**src/rtl/flag_branch_unit_pkg.sv**
```systemverilog
// ISA encodings, flag bit positions and branch-unit types shared by the
// execute-stage flag register and the branch condition evaluator.
package flag_branch_unit_pkg;

  localparam logic [3:0] OP_ADD    = 4'd0;
  localparam logic [3:0] OP_SUB    = 4'd1;
  localparam logic [3:0] OP_XOR    = 4'd2;
  localparam logic [3:0] OP_RED    = 4'd3;
  localparam logic [3:0] OP_SLL    = 4'd4;
  localparam logic [3:0] OP_SRA    = 4'd5;
  localparam logic [3:0] OP_ROR    = 4'd6;
  localparam logic [3:0] OP_PADDSB = 4'd7;
  localparam logic [3:0] OP_LW     = 4'd8;
  localparam logic [3:0] OP_SW     = 4'd9;
  localparam logic [3:0] OP_LHB    = 4'd10;
  localparam logic [3:0] OP_LLB    = 4'd11;
  localparam logic [3:0] OP_B      = 4'd12;
  localparam logic [3:0] OP_BR     = 4'd13;
  localparam logic [3:0] OP_PCS    = 4'd14;
  localparam logic [3:0] OP_HLT    = 4'd15;

  localparam logic [2:0] CC_NEQ    = 3'd0;
  localparam logic [2:0] CC_EQ     = 3'd1;
  localparam logic [2:0] CC_GT     = 3'd2;
  localparam logic [2:0] CC_LT     = 3'd3;
  localparam logic [2:0] CC_GTE    = 3'd4;
  localparam logic [2:0] CC_LTE    = 3'd5;
  localparam logic [2:0] CC_OVFL   = 3'd6;
  localparam logic [2:0] CC_UNCOND = 3'd7;

  localparam int unsigned FLAG_Z = 2;
  localparam int unsigned FLAG_V = 1;
  localparam int unsigned FLAG_N = 0;

  typedef enum logic {
    BR_IDLE,
    BR_WAIT
  } br_state_t;

  // Which {Z,V,N} bits an EX opcode is allowed to update.
  function automatic logic [2:0] flag_wmask(input logic [3:0] op);
    logic [2:0] m;
    m = '0;
    case (op)
      OP_ADD, OP_SUB:                 m = '1;
      OP_XOR, OP_SLL, OP_SRA, OP_ROR: m[FLAG_Z] = 1'b1;
      default:                        m = '0;
    endcase
    return m;
  endfunction

endpackage

```
**src/rtl/flag_branch_unit_cond_eval.sv**
```systemverilog
// Branch condition evaluator: pure combinational map from {Z,V,N} and the
// ccc field to a taken decision. Shared by every stage that resolves BR.
module cond_eval
  import flag_branch_unit_pkg::*;
(
  input  logic [2:0] flags_i,
  input  logic [2:0] ccc_i,
  output logic       taken_o
);

  logic z;
  logic v;
  logic n;

  assign z = flags_i[FLAG_Z];
  assign v = flags_i[FLAG_V];
  assign n = flags_i[FLAG_N];

  // Decode the condition code against the supplied flags.
  always_comb begin
    taken_o = 1'b0;
    case (ccc_i)
      CC_NEQ:    taken_o = ~z;
      CC_EQ:     taken_o = z;
      CC_GT:     taken_o = ~z & ~n;
      CC_LT:     taken_o = n;
      CC_GTE:    taken_o = z | ~n;
      CC_LTE:    taken_o = n | z;
      CC_OVFL:   taken_o = v;
      CC_UNCOND: taken_o = 1'b1;
      default:   taken_o = 1'b0;
    endcase
  end

endmodule

```
**src/rtl/flag_branch_unit.sv**
```systemverilog
// Execute-stage flag register plus B/BR resolution for the instruction in ID.
// A branch behind a flag-writing EX instruction waits until that writer has
// committed, then resolves against the updated flags.
module flag_branch_unit
  import flag_branch_unit_pkg::*;
(
  input  logic       clk,
  input  logic       rst,
  input  logic       ex_valid,
  input  logic       ex_hold,
  input  logic [3:0] ex_op,
  input  logic [2:0] ex_flags,
  input  logic       id_valid,
  input  logic [3:0] id_op,
  input  logic [2:0] id_cond,
  output logic [2:0] flags,
  output logic       br_stall,
  output logic       br_resolve,
  output logic       br_taken
);

  logic [2:0] flags_q;
  logic [2:0] flags_d;
  logic [2:0] wmask;
  logic       commit;
  logic       is_branch;
  logic       hazard;
  logic       cond_taken;
  logic       hold_q;
  logic       stall_d;
  logic       resolve_d;
  br_state_t  state_q;
  br_state_t  state_d;

  cond_eval u_cond_eval (
    .flags_i (flags_q),
    .ccc_i   (id_cond),
    .taken_o (cond_taken)
  );

  // Masked flag update for an EX instruction that leaves the stage.
  always_comb begin
    wmask     = flag_wmask(ex_op);
    commit    = ex_valid & ~ex_hold;
    flags_d   = commit ? ((flags_q & ~wmask) | (ex_flags & wmask)) : flags_q;
    is_branch = id_valid & ((id_op == OP_B) | (id_op == OP_BR));
    hazard    = is_branch & ex_valid & (|wmask);
  end

  // Flag register and EX-hold history; hold_q low in WAIT means the writer
  // left EX on the previous edge, so flags_q now holds its result.
  always_ff @(posedge clk) begin
    if (rst) begin
      flags_q <= '0;
      hold_q  <= 1'b0;
    end else begin
      flags_q <= flags_d;
      hold_q  <= ex_hold;
    end
  end

  // Branch FSM next state and stall/resolve decode.
  always_comb begin
    state_d   = state_q;
    stall_d   = 1'b0;
    resolve_d = 1'b0;
    case (state_q)
      BR_IDLE: begin
        if (hazard) begin
          stall_d = 1'b1;
          state_d = BR_WAIT;
        end else if (is_branch) begin
          resolve_d = 1'b1;
        end
      end
      BR_WAIT: begin
        if (!id_valid) begin
          state_d = BR_IDLE;
        end else if (hold_q) begin
          stall_d = 1'b1;
        end else begin
          resolve_d = 1'b1;
          state_d   = BR_IDLE;
        end
      end
      default: state_d = BR_IDLE;
    endcase
    if (rst) begin
      stall_d   = 1'b0;
      resolve_d = 1'b0;
    end
  end

  // Branch FSM state register.
  always_ff @(posedge clk) begin
    if (rst) begin
      state_q <= BR_IDLE;
    end else begin
      state_q <= state_d;
    end
  end

  assign flags      = flags_q;
  assign br_stall   = stall_d;
  assign br_resolve = resolve_d;
  assign br_taken   = resolve_d & cond_taken;

endmodule

```
**config.mk**
```make
export PLATFORM = sky130hd
export DESIGN_NAME = flag_branch_unit
export DESIGN_NICKNAME = d
export VERILOG_FILES = /design/src/rtl/flag_branch_unit_pkg.sv /design/src/rtl/flag_branch_unit_cond_eval.sv /design/src/rtl/flag_branch_unit.sv
export SDC_FILE = /design/constraint.sdc
export NUM_CORES = 1
export LEC_CHECK = 0
export ABC_CLOCK_PERIOD_IN_PS = 2500
export CAP_MARGIN = 20
export CELL_PAD_IN_SITES_DETAIL_PLACEMENT = 0
export CELL_PAD_IN_SITES_GLOBAL_PLACEMENT = 1
export CORE_MARGIN = 1.5
export CORE_UTILIZATION = 22
export CTS_CLUSTER_DIAMETER = 200
export DETAILED_ROUTE_END_ITERATION = 16
export GPL_TIMING_DRIVEN = 0
export PLACE_DENSITY_LB_ADDON = 0.1
export SLEW_MARGIN = 10
export SYNTH_ARGS = -nofsm -noshare
export SYNTH_HDL_FRONTEND = slang
export SYNTH_SLANG_ARGS = --single-unit
export TNS_END_PERCENT = 20
```
**constraint.sdc**
```tcl
create_clock -name clk -period 2.5 [get_ports clk]
set_input_delay 0.25 -clock clk [delete_from_list [all_inputs] [get_ports clk]]
set_output_delay 0.25 -clock clk [all_outputs]
set_load 0.1 [all_outputs]
```
==> summary.txt <==
Setup path
  – CP Launch Type: input pin
  – WP data required: 2250 ps
  – Crit path max-delay family: buffers and inverters
  – Crit. End Element: primary output
  – Crit path kind: input pin to primary output
  – Crit path DAT: 2150 ps
  – Crit path max fanout: 3
  – CP bufs+invs: 2
  – Cell at the slowest stage of the critical path: clkdlybuf4s15_2
  – Worst-path cell chain: clkdlybuf4s50_1, nand4b_1, a311o_1, a21oi_4, o211a_1, clkdlybuf4s15_2
  – Worst path max stage delay: 540 ps

Timing
  – Final setup violating endpoints: 0
  – Worst Skew: 4.30 ps
  – Crit share post-route: around 96%
  – Fin. Hold Viols: 0
  – Relative slew margins: a little over a third
  – Fin. max-slew vios: 0
  – Fmax: 417 MHz
  – Worst-Margin Slew: 974 ps
  – Final WS setup: 99.3 ps
  – RSZ-0062 raised after global routing: false
  – Fin Setup TNS: 0 ps
  – WHS: 542 ps
  – Tmin final: approximately 2400 ps

Clock tree
  – Post-CTS Repair Setup Buffers: 0
  – CTS clk-pin slew, worst paths: ~50 ps
  – Clock root cell: clkbuf_4
  – Cts hold-fix bufs: 0
  – TritonCTS clock tree: yes
  – CTS sink cnt: 5
  – Num CTS Buffers: 3
  – Clock Latency Late Sink: 240 ps
  – Number of H-tree levels: 1
  – Clock Tree Buf Depth: 2

Logic synthesis
  – Synth area leaders: dfxtp_1 32%, mux2i_1 16%, nor2_1 6.0%
  – EDFF count, synth: 0
  – Distinct cells, synth: 19
  – Post-Synth Simple-Gate Area: about a third
  – Adder-cell share of the synthesized area: 0%
  – Ys flop type: dfxtp_1
  – Synthesized area per cell: 8.69 um2
  – Post-synthesis sequential area ratio: between 30% and 40%
  – Synth warnings: 0
  – #FFs+latches synth: 5
  – Cell taking the most area after synthesis: dfxtp_1
  – Cells after Synth: 36
  – Synthesized Nets: 55
  – Cell area after synthesis: about 310 um2
  – Synth Area in Compound Gates: 16.0%
  – Main combinational cell family by area after synthesis: simple AND/OR/NAND/NOR gates
  – Top cell type's share of synthesized area: about a third
  – Mux contribution to synthesized area: 16.0%
  – FFs w/ async S/R, synth: 0%
  – Synth Area in XOR/XNOR: 0%

Route
  – ANT nets after route: 0
  – WL/cell: 11.2 um
  – Detail-routed via count per cell: 4.67
  – Pre-Repair DR Iteration Count: 2
  – Via Count: 364
  – Total Wirelength: ~870 um
  – DR DRC count: 0
  – 1st-iter DRT viols: 5

Power
  – Leak: 0.222 nW
  – P per Cell Area: ~400 nW/um2
  – Peak VDD IR: 180 uV

Placed design
  – # placed instances: 74
  – Detailed Place HPWL: 701 um
  – Worst slack, placed: -496 ps
  – Area post-placement: 569 um2
  – GPL Wtd Cong: 0.662
  – Port Buf Inserts: 23

Global routing
  – All-Layer GR Usage: 12.0%
  – Antenna violations before repair: 0
  – GR Overflow Total: 0
  – First-pass GRT wire length: 1.25 mm
  – Number of global-route vias before repair: 291
  – Largest net degree at the start of global routing: 7

Layout
  – Filler cells: 139
  – Final Cell Area: 599 um2
  – Seq. cell area: 100 um2
  – ANT cells: 0
  – Post-Layout Cell Count: 78
  – Final #Nets: 83
  – Area growth syn-to-layout: 91.6%
  – Multi-input combinational cell area: around 210 um2
  – Layout cells sized above 1: 14.3%

Status
  – Status: complete, no violations

Hold path
  – Hold Path Class: flip-flop to flip-flop

Floorplanning
  – Std-Cell Rows: 13
  – Die width: around 41 um
  – Area of the core: 1320 um2
  – Die Ht: just over 40 um
  – Area of the die: roughly 1700 um2
  – Starting density of the core: 23.7%
  – Ports: 25

Flow run
  – Max cap viols: 0
[placed cells by master, fill, tap and decap left out]
master	netlist	layout
nand2_1	2	2
a31oi_1	1	1
inv_1	2	2
clkdlybuf4s50_1	0	20
a21oi_4	0	1
clkdlybuf4s15_2	0	3
nand4b_1	1	1
clkbuf_1	0	1
nand2b_1	2	2
nor2b_1	1	1
a21oi_1	2	2
nand3b_1	1	1
clkbuf_4	0	3
nor2_1	5	5
nor4_2	1	1
nand2_2	1	1
nor3b_1	1	1
a311o_1	1	1
mux2i_1	5	5
nor4b_1	2	2
o211a_1	1	1
o21ai_0	1	1
dfxtp_1	5	5
[layout make-up]
cell class                      instances  area share (%)
Timing Repair Buffer                   23            39.0
Sequential cell                         5            16.7
Tap cell                               15            3.13
Inverter                                2            1.25
Multi-Input combinational cell         29            35.5
Clock buffer                            4            4.38
[stage by stage]
step	power, mW	util, %
after floorplan	0.108	-
after global placement	0.144	43.2
after detailed placement	0.144	43.2
after CTS	0.241	45.5
after global routing	0.250	45.5
final	0.238	45.5
[report_power, final]
part,switching [mW],total (mW),leakage (nW),internal [mW]
registers,0.00155,0.0834,0.0406,0.0818
clock network,0.0355,0.0960,0.0150,0.0605
logic,0.0257,0.0588,0.166,0.0331
[final timing paths]
path,startpoint,endpoint,slack [ps],cells past startpoint
min,flip-flop,flip-flop,540,2
max reg2reg,state_q,state_q,1590,3
max,id_valid,br_taken,100,6
min reg2reg,flip-flop,flip-flop,540,2
[metal layers]
layer / vias up / track usage, % / wire, um
met5: - / 0 / 0
li1: 188 / - / -
met3: 2 / 5.43 / 90
met1: 157 / 13.7 / 404
met2: 17 / 17.9 / 367
met4: 0 / 7.50 / 10
[worst register-to-register path: cells and delay by family (launching register included)]
kind / cells / cell delay, ps
AND/OR/NAND/NOR: 2 / 440
flip-flops: 1 / 330
AO/OA/AOI/OAI: 1 / 70
[cell usage after synthesis (2+ instances only)]
cell type	number
a21oi_1	2
dfxtp_1	5
inv_1	2
mux2i_1	5
nand2_1	2
nand2b_1	2
nor2_1	5
nor4b_1	2
[timing repair]
item	4_1_cts	5_1_grt
hold endpoints to repair	0	0
resized for setup	9	0
endpoints found under the setup margin	3	0
[cell families (layout without fill, tap and decap cells)]
group / Yosys count / in the layout
AO/OA/AOI/OAI: 7 / 7
flip-flops: 5 / 5
AND/OR/NAND/NOR: 17 / 17
buffers and inverters: 2 / 29
multiplexers: 5 / 5
No activity file was read; power rests on OpenSTA's default activity.
